$ cat src/rtl/code_patch_pkg.sv
// Shared definitions for the code-patch table loader.
//   state_t     : loader FSM states
//   header_t    : layout of the 32-bit load header word
//   MAGIC_DEFAULT / HDR_* : header tag value and field offsets
//   hdr_range_ok: checks that start+count fits inside the slot table
package code_patch_pkg;

  typedef enum logic [2:0] {
    IDLE = 3'd0,
    ADDR = 3'd1,
    DATA = 3'd2,
    WR   = 3'd3,
    DONE = 3'd4,
    ERR  = 3'd5
  } state_t;

  localparam logic [7:0] MAGIC_DEFAULT = 8'hA5;

  localparam int HDR_TAG_LSB   = 24;
  localparam int HDR_EN_BIT    = 16;
  localparam int HDR_START_LSB = 8;
  localparam int HDR_COUNT_LSB = 0;

  typedef struct packed {
    logic [7:0] tag;       // [31:24]
    logic [6:0] rsvd;      // [23:17], ignored
    logic       en_after;  // [16]
    logic [7:0] start;     // [15:8]
    logic [7:0] count;     // [7:0]
  } header_t;

  // The sum is taken at 9 bits so start+count cannot wrap past 255.
  function automatic logic hdr_range_ok(input logic [7:0] start,
                                        input logic [7:0] count,
                                        input int unsigned num_slots);
    logic [8:0] sum;
    sum = {1'b0, start} + {1'b0, count};
    return (sum <= 9'(num_slots));
  endfunction

endpackage

$ cat src/rtl/code_patch_loader.sv
// Writer side of the code-patch table. Consumes a valid/ready stream of
// 32-bit config words (header, then addr/data pairs) and issues one-cycle
// slot write strobes. Owns the core's global patch enable and holds it low
// while the table is being rewritten.
// Ports:
//   clk_i, rst_i            clock, synchronous active-high reset
//   s_valid_i/s_data_i      config word stream in
//   s_ready_o               word accepted this cycle when high with valid
//   abort_i                 cancel the load in progress
//   pt_we_o/pt_slot_o/
//   pt_addr_o/pt_data_o     slot write port to the patch table
//   cfg_pat_gen_o           global patch enable to the core
//   busy_o                  load in progress
//   done_o / err_o          one-cycle completion / header-reject pulses
module code_patch_loader
  import code_patch_pkg::*;
#(
  parameter int         NUM_SLOTS = 8,
  parameter int         ADDR_W    = 22,
  parameter int         DATA_W    = 32,
  parameter logic [7:0] MAGIC     = MAGIC_DEFAULT
) (
  input  logic                         clk_i,
  input  logic                         rst_i,
  input  logic                         s_valid_i,
  input  logic [31:0]                  s_data_i,
  output logic                         s_ready_o,
  input  logic                         abort_i,
  output logic                         pt_we_o,
  output logic [$clog2(NUM_SLOTS)-1:0] pt_slot_o,
  output logic [ADDR_W-1:0]            pt_addr_o,
  output logic [DATA_W-1:0]            pt_data_o,
  output logic                         cfg_pat_gen_o,
  output logic                         busy_o,
  output logic                         done_o,
  output logic                         err_o
);

  localparam int SLOT_W = $clog2(NUM_SLOTS);

  state_t              state_reg;
  logic [SLOT_W-1:0]   slot_reg;
  logic [7:0]          remain_reg;
  logic                en_reg;
  logic [ADDR_W-1:0]   addr_reg;

  logic                pt_we_reg;
  logic [SLOT_W-1:0]   pt_slot_reg;
  logic [ADDR_W-1:0]   pt_addr_reg;
  logic [DATA_W-1:0]   pt_data_reg;
  logic                cfg_reg;

  header_t             hdr;
  logic                hdr_ok;
  logic [6:0]          unused_rsvd;

  assign hdr         = header_t'(s_data_i);
  assign hdr_ok      = (hdr.tag == MAGIC) && hdr_range_ok(hdr.start, hdr.count, NUM_SLOTS);
  assign unused_rsvd = hdr.rsvd;

  always_ff @(posedge clk_i) begin
    if (rst_i) begin
      state_reg   <= IDLE;
      slot_reg    <= '0;
      remain_reg  <= '0;
      en_reg      <= 1'b0;
      addr_reg    <= '0;
      pt_we_reg   <= 1'b0;
      pt_slot_reg <= '0;
      pt_addr_reg <= '0;
      pt_data_reg <= '0;
      cfg_reg     <= 1'b0;
    end else begin
      pt_we_reg <= 1'b0;
      if (state_reg != IDLE && abort_i) begin
        // A strobe already presented in WR completes this cycle; nothing
        // further is written and the table stays disabled.
        state_reg <= IDLE;
        cfg_reg   <= 1'b0;
      end else begin
        case (state_reg)
          IDLE: begin
            if (s_valid_i) begin
              if (!hdr_ok) begin
                state_reg <= ERR;
              end else if (hdr.count == 8'd0) begin
                en_reg    <= hdr.en_after;
                state_reg <= DONE;
              end else begin
                slot_reg   <= hdr.start[SLOT_W-1:0];
                remain_reg <= hdr.count;
                en_reg     <= hdr.en_after;
                cfg_reg    <= 1'b0;  // never expose a half-written table
                state_reg  <= ADDR;
              end
            end
          end
          ADDR: begin
            if (s_valid_i) begin
              addr_reg  <= s_data_i[ADDR_W-1:0];
              state_reg <= DATA;
            end
          end
          DATA: begin
            if (s_valid_i) begin
              // Load the write port directly so the strobe lands in WR.
              pt_we_reg   <= 1'b1;
              pt_slot_reg <= slot_reg;
              pt_addr_reg <= addr_reg;
              pt_data_reg <= s_data_i[DATA_W-1:0];
              state_reg   <= WR;
            end
          end
          WR: begin
            slot_reg   <= slot_reg + SLOT_W'(1);
            remain_reg <= remain_reg - 8'd1;
            state_reg  <= (remain_reg == 8'd1) ? DONE : ADDR;
          end
          DONE: begin
            cfg_reg   <= en_reg;
            state_reg <= IDLE;
          end
          ERR: begin
            state_reg <= IDLE;
          end
          default: begin
            state_reg <= IDLE;
          end
        endcase
      end
    end
  end

  assign s_ready_o     = (state_reg == IDLE) || (state_reg == ADDR) || (state_reg == DATA);
  assign busy_o        = (state_reg != IDLE);
  // An abort landing on DONE/ERR suppresses the pulse.
  assign done_o        = (state_reg == DONE) && !abort_i;
  assign err_o         = (state_reg == ERR) && !abort_i;
  assign pt_we_o       = pt_we_reg;
  assign pt_slot_o     = pt_slot_reg;
  assign pt_addr_o     = pt_addr_reg;
  assign pt_data_o     = pt_data_reg;
  assign cfg_pat_gen_o = cfg_reg;

endmodule

$ cat config.mk
export PLATFORM = sky130hd
export DESIGN_NAME = code_patch_loader
export DESIGN_NICKNAME = d
export VERILOG_FILES = /design/src/rtl/code_patch_pkg.sv /design/src/rtl/code_patch_loader.sv
export SDC_FILE = /design/constraint.sdc
export NUM_CORES = 1
export LEC_CHECK = 0
export CAP_MARGIN = 20
export CORE_ASPECT_RATIO = 2
export CORE_UTILIZATION = 28
export CTS_BUF_LIST = sky130_fd_sc_hd__clkbuf_2
export CTS_CLUSTER_SIZE = 40
export DETAILED_ROUTE_END_ITERATION = 10
export HOLD_SLACK_MARGIN = 0.06
export PLACE_DENSITY = 0.51
export SYNTH_ARGS = -nofsm -noshare
export SYNTH_HDL_FRONTEND = slang
export SYNTH_SLANG_ARGS = --single-unit
$ cat constraint.sdc
create_clock -name clk_i -period 7.6 [get_ports clk_i]
set_input_delay 1.52 -clock clk_i [delete_from_list [all_inputs] [get_ports clk_i]]
set_output_delay 1.52 -clock clk_i [all_outputs]
set_load 0.05 [all_outputs]
==> results.md, run 1 <==
- R2R depth: 7
- Initial cell density of the core: 0.289
- Share of cells above drive strength 1: 0.0439
- Drt first pass iters: 4
- R2r startpoint: state_reg[0]$_SDFFE_PP0P_
- Final wirelength: 13600 µm
- Io pins: between 90 and 100
- Vias post-DR: 4110
- Reg2reg setup slack: approximately 4.9 ns
- CP max FO: 7
- First-pass GRT wire length: roughly 21000 µm
- Max frequency: ~210 MHz
- Seq/Total Area, Yosys: 0.446
- Sw power: around 0.35 mW
- Synth unique cells: about 50
- H-tree Lvls: 3
- Area leader, netlist: dfxtp_1
- Maxcap violations: 0
- Final min period: ~4.8 ns
- Worst VDD drop: between 0.00015 and 0.0002 V
- Global route overflow: 0
- Final Slew Violations: 0
- CTS tree: yes
- Antenna Violating Nets Remaining: 0
- Post-synth top flop: dfxtp_1
- Post-layout net count: a little under 700
- Min-Delay Path Class: reg -> reg
- Area share of the largest cell type after synthesis: 0.446
- Int Power: 0.688 mW
- Final setup fails: 0
- Worst slew margin: 0.312
- Number of setup buffers added after CTS: 0
- Largest net degree at the start of global routing: 99
- Final WS setup: about 2.8 ns
- Async SR Flop Fraction: 0
- Number of global-route vias before repair: about 3900
- DRT iter0 DRCs: 190
- Hold path startpoint: pt_data_o[10]$_SDFFE_PP0P_
- RSZ-0062 raised after global routing: false
- Fin crit share: 0.637
- Root buf cell: clkbuf_2
- GP Congestion: a little over 0.9
- Core ar.: 0.0149 mm²
- Lkg Pwr: 1.87 nW
- Cell Pwr Density: 188 mW/mm²
- WP data arrival: 3.32 ns
- Critical path endpoint: done_o
- Average size of a mapped cell: between 7 and 8 µm²
- CTS max path bufs: 2
- Row Count: 63
- Status: finished clean
- Clk sinks: 96
- Clock network fraction of design power: 0.250
- Switching part of the total power: 0.339
- DRC errors left: 0
- Most common cell in the netlist: nand2_1
- Worst Skew: between 0.03 and 0.04 ns
- Max reg flops: 32
- Die height: 177 µm
- Full die area: approximately 0.016 mm²
- Area Overhead vs Synth: 28.6%
- Skew-Pair Late Insertion Delay: roughly 0.58 ns
- Hold buffer count at cts: 0
- Synth Warn #: 0
- Setup crit start kind: primary input
- Final Hold Fails: 0
- GR Util All Layers: 0.175
- Initial antenna violation count: 1
- Syn Inst Count: 557
- Count of input and output buffers: 98
- Syn Std Cell Area: ~0.0043 mm²
- Commonest cells post-synth: nand2_1 (176), dfxtp_1 (96), a21oi_1 (90)
- Synth area leaders: dfxtp_1 (45%), nand2_1 (15%), a21oi_1 (10%)
- Crit path required time: just over 6 ns
- Crit path launch: abort_i
- Net Count, Synth: 605
- Reg-to-reg endpoint: slot_reg[2]$_SDFFE_PP0P_
- Combinational share of power: 0.223
- Routed vias/inst: slightly below 5
- Post-CTS resize count: 0
- Synthesis-stage register bit count: 96
- Worst-path clk slew: between 0.2 and 0.25 ns
- Fill count: between 1500 and 2000
- DP HPWL: about 9800 µm
- Pre-CTS setup slack: 2.56 ns
- Endpoint class of the critical path: primary output
- Kind of critical path: in -> out
- DIE WIDTH: between 80 and 90 µm
- EDFF count, synth: 0
- Slew @ Worst Pin: ~1.0 ns
- Setup TNS Final: 0 ns
- Seq pwr share: 0.528
- Clock buffer count from CTS: 9
- DR WL/cell: between 15 and 20 µm
critical path, cell delays in order:
cell             delay [ns]
clkdlybuf4s50_1        0.55
nor2_1                 0.26
nand2_1                0.08
nor2_1                 0.10
clkdlybuf4s50_1        0.81
placed cells by master (no fill, tap or decap), types with 7 or more instances in the layout:
master and count:
clkbuf_2 9, xnor2_1 7, ha_1 11, dfxtp_1 96, nand3_1 7, a211oi_1 8
nor2_1 32, a21oi_1 90, nor3_1 10, o21ai_0 12, clkdlybuf4s50_1 97, nand2_1 176
routing by layer:
| layer | GRT usage | routed length (µm) |
|---|---|---|
| met1 | 0.185 | 5270 |
| met2 | 0.338 | 7590 |
| met3 | 0.0244 | 404 |
| met4 | 0.0779 | 358 |
| met5 | 0 | 0 |
final cells by class:
type | count | area [µm²] | area share
Timing Repair Buffer | 102 | 1030 | 0.186
Clock inverter | 7 | 70.1 | 0.0126
Inverter | 4 | 15.0 | 0.00271
Sequential cell | 96 | 1920 | 0.347
Clock buffer | 9 | 45.0 | 0.00813
Tap cell | 195 | 244 | 0.0440
Multi-Input combinational cell | 420 | 2220 | 0.400
Antenna cell | 1 | 2.50 | 0.000451
cells by family after synthesis:
family / Yosys count / synth area share
XOR/XNOR: 9 / 0.0183
flip-flops: 96 / 0.446
multiplexers: 7 / 0.0166
buffers and inverters: 41 / 0.0415
AND/OR/NAND/NOR: 262 / 0.268
adder cells (fa/ha/maj): 12 / 0.0366
AO/OA/AOI/OAI: 130 / 0.173
through the flow:
| stage | util | hold WS, ns | power (mW) | area [µm²] | cells |
|---|---|---|---|---|---|
| floorplan | - | 0.432 | 0.707 | 4310 | 557 |
| global placement | 0.362 | 0.441 | 0.787 | 5390 | 815 |
| detailed placement | 0.362 | 0.446 | 0.788 | 5390 | 815 |
| CTS | 0.370 | 0.473 | 1.06 | 5510 | 831 |
| global route | 0.372 | 0.488 | 1.10 | 5540 | 834 |
| finish | 0.372 | 0.471 | 1.04 | 5540 | 834 |
worst min path at each step:
stage / to / slack [ns] / cells after the start
after floorplan: pt_addr_o[0]$_SDFFE_PP0P_ / 0.43 / 2
after global placement: pt_addr_o[19]$_SDFFE_PP0P_ / 0.44 / 2
after detailed placement: pt_data_o[10]$_SDFFE_PP0P_ / 0.45 / 2
after CTS: pt_data_o[10]$_SDFFE_PP0P_ / 0.47 / 2
after global routing: pt_addr_o[6]$_SDFFE_PP0P_ / 0.49 / 2
final: pt_data_o[10]$_SDFFE_PP0P_ / 0.47 / 2
power groups by stage:
stage	Sequential, mW	Clock [mW]	Combinational [mW]
after floorplan	0.557	0	0.150
after global placement	0.558	0	0.228
after detailed placement	0.559	0	0.230
after CTS	0.549	0.275	0.231
after global routing	0.555	0.292	0.253
final	0.550	0.260	0.232
(Power assumes the default switching activity.)
==> inputs of run 2 (changes only) <==
==> constraint.sdc (replaced) <==
create_clock -name clk_i -period 5.1 [get_ports clk_i]
set_input_delay 1.02 -clock clk_i [delete_from_list [all_inputs] [get_ports clk_i]]
set_output_delay 1.02 -clock clk_i [all_outputs]
set_load 0.05 [all_outputs]
==> results.md, run 2 (synthesized netlist as in run 1, its figures left out) <==
- Status: finished clean
- Slowest cell on crit path: clkdlybuf4s50_1
- Finished Layout Cells: 833 (-0.12%)
- Most frequent cells in the layout: nand2_1 (176), clkdlybuf4s50_1 (97), dfxtp_1 (96)
- Worst hold endpoint: pt_data_o[31]$_SDFFE_PP0P_
- Worst slew margin: 0.301 (-0.0114)
- Antenna Violating Nets Remaining: 0 (unchanged)
- Final Hold Fails: 0 (unchanged)
- Final setup fails: 0 (unchanged)
- DRT iter0 DRCs: 147 (-23%)
- WP buf/inv: 2 (unchanged)
- R2r startpoint: state_reg[0]$_SDFFE_PP0P_
- Routed vias/inst: 4.93 (about the same)
- Lkg Pwr: 1.87 nW (-0.19%)
- Design Power: 1.53 mW (+47%)
- Pre-CTS setup slack: 0.558 ns (-2.00 ns)
- Slew @ Worst Pin: 1.05 ns (+0.0171 ns)
- Hold buffer count at cts: 0 (unchanged)
- Combinational share of power: 0.226 (+0.003)
- Delay-heaviest family, CP: buffers and inverters
- Crit path required time: 4.08 ns (-2.00 ns)
- Row Count: 63 (unchanged)
- Io pins: 99 (unchanged)
- Fin crit share: 0.770
- Most common cell after layout, fill and taps aside: nand2_1
- Reg-to-reg endpoint: slot_reg[2]$_SDFFE_PP0P_
- Worst Skew: 0.0398 ns (+0.00748 ns)
- Max reg flops: 32 (unchanged)
- WP depth: 5 (unchanged)
- Maxcap violations: 0 (unchanged)
- Initial cell density of the core: 0.289 (unchanged)
- Cell Pwr Density: 276 mW/mm² (+47%)
- DRC errors left: 0 (unchanged)
- RSZ-0062 raised after global routing: false
- Max frequency: around 250 MHz
- Global route overflow: 0 (unchanged)
- Clock buffer count from CTS: 9 (unchanged)
- Count of input and output buffers: 98 (unchanged)
- Seq pwr share: 0.536 (+0.008)
- Clk sinks: 96 (unchanged)
- Vias post-DR: 4107 (-0.073%)
- Area Overhead vs Synth: 28.4%
- Core ar.: 0.0149 mm² (unchanged)
- CTS tree: yes
- WHS: 0.468 ns (-0.00296 ns)
- CTS max path bufs: 2 (unchanged)
- R2R depth: 7 (unchanged)
- Sw power: 0.509 mW (+44%)
- Post-CTS resize count: 0 (unchanged)
- WP data arrival: 2.91 ns (-0.41 ns)
- DP HPWL: 9830 µm (-0.12%)
- Final min period: 3.93 ns
- GR Util All Layers: 0.175 (about the same)
- DR WL/cell: 16.4 µm (+0.33%)
- Initial antenna violation count: 1 (unchanged)
- Setup TNS Final: 0 ns (unchanged)
- Endpoint class of the critical path: primary output
- Final wirelength: 13600 µm (+0.21%)
- Largest net degree at the start of global routing: 99 (unchanged)
- Min-Delay Path Class: reg -> reg
- Int Power: 1.02 mW (+48%)
- Final Slew Violations: 0 (unchanged)
- Full die area: 0.0159 mm² (unchanged)
- Worst-path clk slew: 0.21 ns (-0.03 ns)
- H-tree Lvls: 3 (unchanged)
- Number of global-route vias before repair: 3982 (+1.7%)
- Worst VDD drop: 0.000207 V (+36%)
- Hold path startpoint: pt_data_o[31]$_SDFFE_PP0P_
- First-pass GRT wire length: 21500 µm (unchanged)
- GP Congestion: 0.896 (-1.3%)
- Switching part of the total power: 0.333 (-0.00606)
- Drt first pass iters: 4 (unchanged)
- Number of setup buffers added after CTS: 0 (unchanged)
- Root buf cell: clkbuf_2
- Worst hold path depth: 2 (unchanged)
- Share of cells above drive strength 1: 0.0424 (-0.00150)
- CP max stage delay: 0.82 ns (about the same)
- Setup crit start kind: primary input
- DIE WIDTH: 89.7 µm (unchanged)
- Final WS setup: 1.17 ns (-1.58 ns)
- Clock network fraction of design power: 0.238 (-0.012)
- Skew-Pair Late Insertion Delay: 0.58 ns (about the same)
- Reg2reg setup slack: 2.42 ns (-2.51 ns)
- CP cell instances: clkdlybuf4s50_1, nor2_1, nand2_1, nor2_1, clkdlybuf4s50_1
- Kind of critical path: in -> out
- Post-layout net count: 682 (+0.15%)
- Placed insts: 816 (+0.12%)
- CP max FO: 7 (unchanged)
- Die height: 177 µm (unchanged)
==> run 2: worst register-to-register path, stage by stage (launching register included) <==
cell	delay, ns
dfxtp_1	0.64
nand2_1	0.12
or2_2	0.45
nor2_1	0.81
nand2_1	0.18
xnor2_1	0.19
nor2_1	0.06
a211oi_1	0.19
==> run 2: power groups by stage <==
stage          Combinational (mW)  Clock [mW]  Sequential [mW]
2_1_floorplan               0.223           0            0.830
6_report                    0.346       0.364            0.819
3_5_place_dp                0.343           0            0.833
4_1_cts                     0.345       0.380            0.819
3_3_place_gp                0.342           0            0.832
5_1_grt                     0.377       0.410            0.827
==> run 2: metrics by stage <==
step	util	instance area [µm²]
3_5_place_dp	0.362	5400
4_1_cts	0.369	5500
5_1_grt	0.371	5530
3_3_place_gp	0.362	5400
6_report	0.371	5530
2_1_floorplan	-	4310
==> run 2: cell type report <==
type	count	area [µm²]
fill	1603	9370
multi-input combinational	420	2220
sequential	96	1920
timing repair buffer	103	1040
tap	195	244
clock buffer	10	50.0
clock inverter	4	47.5
inverter	4	15.0
antenna	1	2.50
==> run 2: worst max path at each step <==
stage | start | endpoint | slack (ns)
after global routing | s_data_i[0] | remain_reg[5]$_SDFFE_PP0P_ | 0.97
after CTS | abort_i | done_o | 1.19
after floorplan | s_data_i[0] | remain_reg[4]$_SDFFE_PP0P_ | 1.69
final | abort_i | done_o | 1.17
after global placement | s_data_i[0] | remain_reg[5]$_SDFFE_PP0P_ | 0.73
after detailed placement | s_data_i[0] | remain_reg[5]$_SDFFE_PP0P_ | 0.56
==> run 2: per-layer routing <==
layer | up-vias | share of wire | wire (µm) | track usage
li1 | 2037 | - | - | -
met1 | 1946 | 0.39 | 5260 | 0.178
met2 | 92 | 0.54 | 7360 | 0.332
met3 | 32 | 0.024 | 332 | 0.0236
met4 | 0 | 0.051 | 695 | 0.109
met5 | - | 0 | 0 | 0
==> inputs of run 3 (changes only) <==
==> constraint.sdc (replaced) <==
create_clock -name clk_i -period 3.9 [get_ports clk_i]
set_input_delay 0.78 -clock clk_i [delete_from_list [all_inputs] [get_ports clk_i]]
set_output_delay 0.78 -clock clk_i [all_outputs]
set_load 0.05 [all_outputs]
==> results.md, run 3 (synthesized netlist as in run 1, its figures left out) <==
- RSZ-0062 raised after global routing: false
- Post-CTS resize count: 0 (unchanged)
- GR Util All Layers: 0.184 (+0.00952)
- Clock buffer count from CTS: 9 (unchanged)
- Status: finished clean
- Placed insts: 839 (+2.8%)
- Row Count: 63 (unchanged)
- Global route overflow: 0 (unchanged)
- Largest net degree at the start of global routing: 70 (-29%)
- Final wirelength: 14400 µm (+5.7%)
- Root buf cell: clkbuf_2
- H-tree Lvls: 3 (unchanged)
- Post-layout net count: 703 (+3.1%)
- Clk sinks: 96 (unchanged)
- DRC errors left: 0 (unchanged)
- DRT iter0 DRCs: 186 (+27%)
- Fin crit share: 0.832
- Worst Skew: 0.0191 ns (-0.0207 ns)
- Final Hold Fails: 0 (unchanged)
- Reg2reg setup slack: 1.63 ns (-0.79 ns)
- Cell area after layout: 0.00571 mm² (+3.2%)
- R2r startpoint: state_reg[0]$_SDFFE_PP0P_
- GP Congestion: 0.979 (+9.3%)
- WP data arrival: 2.46 ns (-0.45 ns)
- Full die area: 0.0159 mm² (unchanged)
- Final min period: around 3.2 ns
- Area Overhead vs Synth: 32.5%
- Min-Delay Path Class: reg -> reg
- Maxcap violations: 0 (unchanged)
- Hold buffer count at cts: 0 (unchanged)
- Final Slew Violations: 0 (unchanged)
- Cell Area, Placed: 0.00558 mm² (+3.4%)
- Crit path required time: 3.12 ns (-0.96 ns)
- Antenna Violating Nets Remaining: 0 (unchanged)
- Slew @ Worst Pin: 0.760 ns (-0.288 ns)
- Core ar.: 0.0149 mm² (unchanged)
- DIE WIDTH: 89.7 µm (unchanged)
- DR WL/cell: 16.9 µm (+2.9%)
- CTS tree: yes
- Most frequent cells in the layout: nand2_1 (176), clkdlybuf4s50_1 (97), dfxtp_1 (96)
- Finished Layout Cells: 856 (+2.8%)
- Die height: 177 µm (unchanged)
- Most common cell after layout, fill and taps aside: nand2_1
- Hold path startpoint: addr_reg[18]$_SDFFE_PP0P_
- First-pass GRT wire length: 22200 µm (+3.5%)
- Initial antenna violation count: 1 (unchanged)
- Kind of critical path: in -> out
- CP max FO: 4 (-3)
- Final core occ: 0.383 (+0.0118)
- Max frequency: approximately 300 MHz
- Count of input and output buffers: 98 (unchanged)
- DP HPWL: 11000 µm (+12%)
- Setup TNS Final: 0 ns (unchanged)
- CTS max path bufs: 2 (unchanged)
- Lkg Pwr: 1.97 nW (+5.4%)
- Crit path launch: abort_i
- Routed vias/inst: 4.90 (-0.70%)
- Endpoint class of the critical path: primary output
- Worst VDD drop: 0.000223 V (+7.7%)
- Setup crit start kind: primary input
- Number of setup buffers added after CTS: 0 (unchanged)
- Share of cells above drive strength 1: 0.0758 (+0.0334)
- Vias post-DR: 4191 (+2.0%)
- Cell Pwr Density: 363 mW/mm² (+31%)
- Worst-path clk slew: 0.26 ns (+0.05 ns)
- Worst slew margin: 0.493 (+0.192)
- Number of global-route vias before repair: 3971 (-0.28%)
- Io pins: 99 (unchanged)
- Final setup fails: 0 (unchanged)
- Drt first pass iters: 4 (unchanged)
- Initial cell density of the core: 0.289 (unchanged)
- Skew-Pair Late Insertion Delay: 0.59 ns (about the same)
- Max reg flops: 32 (unchanged)
[run 3: path summary, 6_finish.rpt]
kind,end,depth (start not counted)
setup / recovery,done_o,5
hold / removal,pt_addr_o[18]$_SDFFE_PP0P_,2
hold reg to reg,pt_addr_o[18]$_SDFFE_PP0P_,2
setup reg to reg,remain_reg[2]$_SDFFE_PP0P_,7
[run 3: metrics by stage]
stage / setup slack, ns / hold slack (ns) / power (mW)
final: 0.657 / 0.469 / 2.07
after global routing: 0.566 / 0.482 / 2.18
after CTS: 0.645 / 0.473 / 2.10
after detailed placement: 0.0433 / 0.445 / 1.56
after global placement: 0.0755 / 0.442 / 1.56
after floorplan: 0.728 / 0.432 / 1.38
[run 3: routing by layer]
metal / GRT usage / wire length (µm) / vias to the layer above
li1: - / - / 2088
met1: 0.179 / 5320 / 1986
met2: 0.369 / 8270 / 102
met3: 0.0257 / 411 / 15
met4: 0.0943 / 433 / 0
met5: 0 / 0 / -
[run 3: final cells by class]
class / instances / area [µm²]
sequential: 96 / 1920
antenna: 1 / 2.50
timing repair buffer: 124 / 1190
multi-input combinational: 420 / 2220
tap: 195 / 244
fill: 1563 / 9190
clock inverter: 7 / 77.6
inverter: 4 / 15.0
clock buffer: 9 / 45.0
[run 3: power breakdown]
part           switching (mW)  internal [mW]  total [mW]
registers              0.0485           1.02        1.07
clock network           0.373          0.155       0.528
logic                   0.292          0.183       0.475
total                   0.713           1.36        2.07
[run 3: worst max-delay path, cell delays in order]
cell	delay, ns
clkdlybuf4s50_1	0.45
nor2_1	0.22
nand2_1	0.08
nor2_1	0.11
clkdlybuf4s50_1	0.82
